`config.mk`:
```
export PLATFORM = sky130hd
export DESIGN_NAME = cpu_bus_master
export DESIGN_NICKNAME = d
export VERILOG_FILES = /design/src/rtl/cpu_bus_pkg.sv /design/src/rtl/cpu_bus_master.sv
export SDC_FILE = /design/constraint.sdc
export NUM_CORES = 1
export LEC_CHECK = 0
export ABC_AREA = 1
export CORE_MARGIN = 2
export CORE_UTILIZATION = 41
export DETAILED_ROUTE_END_ITERATION = 6
export GPL_TIMING_DRIVEN = 0
export PLACE_DENSITY = 0.79
export SLEW_MARGIN = 40
export SYNTH_ARGS = -nofsm -noshare
export SYNTH_HDL_FRONTEND = slang
export SYNTH_SLANG_ARGS = --single-unit
```
`constraint.sdc`:
```
create_clock -name clk -period 2.3 [get_ports clk]
set_clock_uncertainty 0.2 [all_clocks]
set_input_delay 0.345 -clock clk [delete_from_list [all_inputs] [get_ports clk]]
set_output_delay 0.345 -clock clk [all_outputs]
set_load 0.02 [all_outputs]
```
`src/rtl/cpu_bus_pkg.sv`:
```
// rtl/cpu_bus_pkg.sv - shared state encoding and constants for the CPU bus master
package cpu_bus_pkg;

  typedef enum logic {
    ST_LOW  = 1'b0,
    ST_HIGH = 1'b1
  } bus_state_t;

  localparam int   PHASE_W  = 4;
  localparam logic RW_READ  = 1'b1;
  localparam logic RW_WRITE = 1'b0;

endpackage

```
`src/rtl/cpu_bus_master.sv`:
```
// rtl/cpu_bus_master.sv - Famicom cartridge CPU bus initiator with free-running M2
module cpu_bus_master
  import cpu_bus_pkg::*;
#(
  parameter int          HALF_PERIOD  = 6,
  parameter int          ROMSEL_DELAY = 1,
  parameter int          WDATA_DELAY  = 1,
  parameter logic [15:0] IDLE_ADDR    = 16'h0000
) (
  input  logic        clk,
  input  logic        reset_n,
  input  logic        req_valid,
  output logic        req_ready,
  input  logic        req_rw,
  input  logic [15:0] req_addr,
  input  logic [7:0]  req_wdata,
  output logic        rsp_valid,
  output logic [7:0]  rsp_rdata,
  output logic        m2,
  output logic        romsel,
  output logic        cpu_rw,
  output logic [14:0] cpu_addr,
  output logic [7:0]  cpu_data_out,
  output logic        cpu_data_oe,
  input  logic [7:0]  cpu_data_in
);

  localparam logic [PHASE_W-1:0] LAST_PH = PHASE_W'(HALF_PERIOD - 1);
  localparam logic [PHASE_W-1:0] RS_PH   = PHASE_W'(ROMSEL_DELAY);
  localparam logic [PHASE_W-1:0] WD_PH   = PHASE_W'(WDATA_DELAY);

  bus_state_t         state;
  bus_state_t         nxt_state;
  logic [PHASE_W-1:0] phase_cnt;
  logic [PHASE_W-1:0] nxt_phase;
  logic               last_clk;
  logic               nxt_high;
  logic               cycle_end;
  logic               bus_a15;
  logic               bus_active;

  always_comb begin
    last_clk  = (phase_cnt == LAST_PH);
    nxt_state = state;
    nxt_phase = phase_cnt + PHASE_W'(1);
    if (last_clk) begin
      nxt_phase = '0;
      nxt_state = (state == ST_LOW) ? ST_HIGH : ST_LOW;
    end
    nxt_high  = (nxt_state == ST_HIGH);
    cycle_end = (state == ST_HIGH) && last_clk;
  end

  // Every pin is computed from the next phase position so it is registered
  // yet lines up exactly with the clock index it belongs to.
  always_ff @(posedge clk or negedge reset_n) begin
    if (!reset_n) begin
      state        <= ST_LOW;
      phase_cnt    <= '0;
      m2           <= 1'b0;
      romsel       <= 1'b1;
      cpu_rw       <= RW_READ;
      cpu_addr     <= IDLE_ADDR[14:0];
      cpu_data_out <= 8'h00;
      cpu_data_oe  <= 1'b0;
      req_ready    <= 1'b0;
      rsp_valid    <= 1'b0;
      rsp_rdata    <= 8'h00;
      bus_a15      <= 1'b0;
      bus_active   <= 1'b0;
    end else begin
      state       <= nxt_state;
      phase_cnt   <= nxt_phase;
      m2          <= nxt_high;
      romsel      <= !(nxt_high && (nxt_phase >= RS_PH) && bus_a15);
      cpu_data_oe <= nxt_high && (nxt_phase >= WD_PH) && (cpu_rw == RW_WRITE);
      req_ready   <= nxt_high && (nxt_phase == LAST_PH);
      rsp_valid   <= 1'b0;
      if (cycle_end) begin
        if (bus_active && (cpu_rw == RW_READ)) begin
          rsp_valid <= 1'b1;
          rsp_rdata <= cpu_data_in;
        end
        // Next M2 cycle carries the accepted request, or an idle read.
        if (req_valid && req_ready) begin
          cpu_addr     <= req_addr[14:0];
          cpu_rw       <= req_rw;
          bus_a15      <= req_addr[15];
          cpu_data_out <= (req_rw == RW_WRITE) ? req_wdata : 8'h00;
          bus_active   <= 1'b1;
        end else begin
          cpu_addr     <= IDLE_ADDR[14:0];
          cpu_rw       <= RW_READ;
          bus_a15      <= 1'b0;
          cpu_data_out <= 8'h00;
          bus_active   <= 1'b0;
        end
      end
    end
  end

endmodule

```
==> results.md <==
* Status: completed
* CP required at 2270 ps
* Critical Path Sink Type: flip-flop
* GRT Util Overall at 0.1772
* CTS max path bufs at 2
* Diode count at 0
* H-tree Lvls at 2
* Area delta synth->final at 54.79%
* Distinct cells, synth at 18
* Die Y at 67.11 um
* Largest net degree at the start of global routing at 44
* CP max FO at 10
* Tightest Hold Check Type: reg -> reg
* First-pass GRT wire length at 5.989 mm
* Clock Root Buffer: clkbuf_8
* Layout fillers at ~290
* Vias per cell at 4.809
* DRT Pass-1 Iters at 4
* R2r startpoint: phase_cnt[0]
* Mapped Nets at around 170
* Mapped Avg Cell Area at 12.28 sq um
* Worst R2R Setup Slack at approximately 220 ps
* Drt initial violations at 39
* Die ar. at 4503 sq um
* Core area at 3744 sq um
* Max frequency at about 480 MHz
* Post-route ant nets at 0
* Hold depth at 1
* Seq/Total Area, Yosys at 0.6605
* GP Congestion at between 0.6 and 0.7
* Post-detailed-route DRC marker count at 0
* Per-cell routed wire length at between 10 and 15 um
* Final worst path period share at 0.9045
* Post-DP HPWL at 2.792 mm
* Fin nets at 252
* WL final at 3.673 mm
* Port buffer count at between 70 and 80
* Tot Pwr at 1.595 mW
* Hold endpoint: romsel
* CTS tree: done
* Vias in the first global route at 1374
* Yosys Warn Count at 0
* Maximum vdd drop at between 0.0004 and 0.0005 V
* Static Leak at 1.181 nW
* Synthesized instance count at between 100 and 150
* Gr ovfl total at 0
* CTS Sinks at 43
* Setup-failing EPs final at 0
* Yosys reg bits at 43
* Netlist Area Pre-Place at 1633 sq um
* Worst EP arrival at approximately 2100 ps
* Max-Cap Viols at 0
* Die Wd at 67.11 um
* P per Cell Area at 631.2 nW/um^2
* RSZ-0062 raised after global routing: no
* WS Path Type: reg -> reg
* # rows at 22
* Initial core utilization at 0.4362
* R2R cell count at 8
* Slew headroom at 0.6509
* Setup crit start kind: flip-flop
* I/O pin count at 73
* RR Endpoint: cpu_addr[12]
* Max-slew violation count at 0
* Fin crit period at 2080 ps
* Clk Latency, worst-skew pair at 280 ps
* Initial antenna violation count at 0
* Number of CTS-inserted buffers at 5
* HP Start: bus_a15
* Worst-path clk slew at ~70 ps
* Setup TNS at 0 ps
* Vias at 1260
* Worst Tran Pin Value at 523.6 ps
* Share of cells above drive strength 1 at 0.08411
* Final Hold Vio Count at 0
Yosys cell counts (all sizes together):
| master | number | area, sq um |
|---|---|---|
| dfrtp | 41 | 1026 |
| xor2 | 1 | 8.760 |
| o21ai | 1 | 5.000 |
| buf | 3 | 33.78 |
| dfstp | 2 | 52.55 |
| clkinv | 2 | 13.76 |
| ha | 3 | 37.54 |
| nand2 | 30 | 112.6 |
| inv | 10 | 37.53 |
| nand4 | 1 | 6.260 |
| nand3 | 6 | 47.55 |
| a22o | 24 | 210.2 |
| nor2 | 9 | 41.29 |
critical path, stage by stage (launching register included):
cell	delay (ps)
dfrtp_1	430
ha_1	240
nand3_1	130
inv_1	100
ha_1	280
nand3_4	160
clkinv_4	100
buf_6	150
a22o_1	190
final cells by class:
type                    instances  area (sq um)  share of cell area
flip-flops and latches         43          1079              0.4267
plain buffers                   3         33.78             0.01337
inverters                      12         51.30             0.02030
clock buffers                   7         76.32             0.03020
repair buffers                 73         728.2              0.2881
multi-input cells              75         469.2              0.1856
clock inverters                 1         30.03             0.01188
well taps                      48         60.06             0.02376
where the power goes:
| part | internal, mW | switching (mW) |
|---|---|---|
| logic | 0.135 | 0.0958 |
| clock network | 0.325 | 0.224 |
| registers | 0.794 | 0.0218 |
cell families after synthesis:
group                    share of synthesized area
AO/OA/AOI/OAI                               0.1318
XOR/XNOR                                  0.005365
adder cells (fa/ha/maj)                    0.02299
buffers and inverters                      0.05210
flip-flops                                  0.6605
AND/OR/NAND/NOR                             0.1272
metrics by stage:
stage          setup slack [ps]  hold slack [ps]  std cells  utilization  cell area, sq um
6_report                  219.7            247.2        262       0.6751              2527
5_1_grt                   86.97            280.6        262       0.6751              2527
4_1_cts                   214.2            255.5        262       0.6751              2527
3_5_place_dp              228.6            156.4        253       0.6441              2411
3_3_place_gp             -251.3            242.1        253       0.6447              2414
2_1_floorplan             443.7           -150.6        133            -              1633
registers in the layout, summed over array words and instances (netlist names):
signal	cells
bus_a15	1
bus_active	1
cpu_addr	15
cpu_data_oe	1
cpu_data_out	8
cpu_rw	1
phase_cnt	4
req_ready	1
romsel	1
rsp_rdata	8
rsp_valid	1
state	1
per-layer routing:
layer  global-route usage  vias up  part of all wire
li1                     -      605                 -
met4              0.03571        0            0.0052
met1               0.2066      594              0.39
met2               0.3168       59              0.51
met5                    0        -                 0
met3              0.05912        2             0.089
what timing repair did:
item                      CTS  global route
setup buffers               0             0
hold endpoints to repair   41             0
hold buffers                1             0
resized for setup           0             0
cells in the final DEF (no fill, tap or decap), types with 2 or more instances in the layout:
cell,instances
a22o_1,24
buf_6,3
clkbuf_1,2
clkbuf_8,5
clkdlybuf4s50_1,71
dfrtp_1,41
dfstp_2,2
ha_1,3
inv_1,9
nand2_1,30
nand3_1,4
nor2_1,8
worst max-delay path by stage:
stage / to / slack, ps / from / depth (start not counted)
5_1_grt: rsp_rdata[5] / 90 / phase_cnt[1] / 9
3_5_place_dp: cpu_addr[11] / 230 / phase_cnt[0] / 8
3_3_place_gp: cpu_data_out[2] / -250 / reset_n / 1
4_1_cts: cpu_addr[11] / 210 / phase_cnt[0] / 8
2_1_floorplan: cpu_addr[10] / 440 / phase_cnt[0] / 8
6_report: cpu_addr[12] / 220 / phase_cnt[0] / 8
Note: power is estimated with default switching activity, not from simulation.
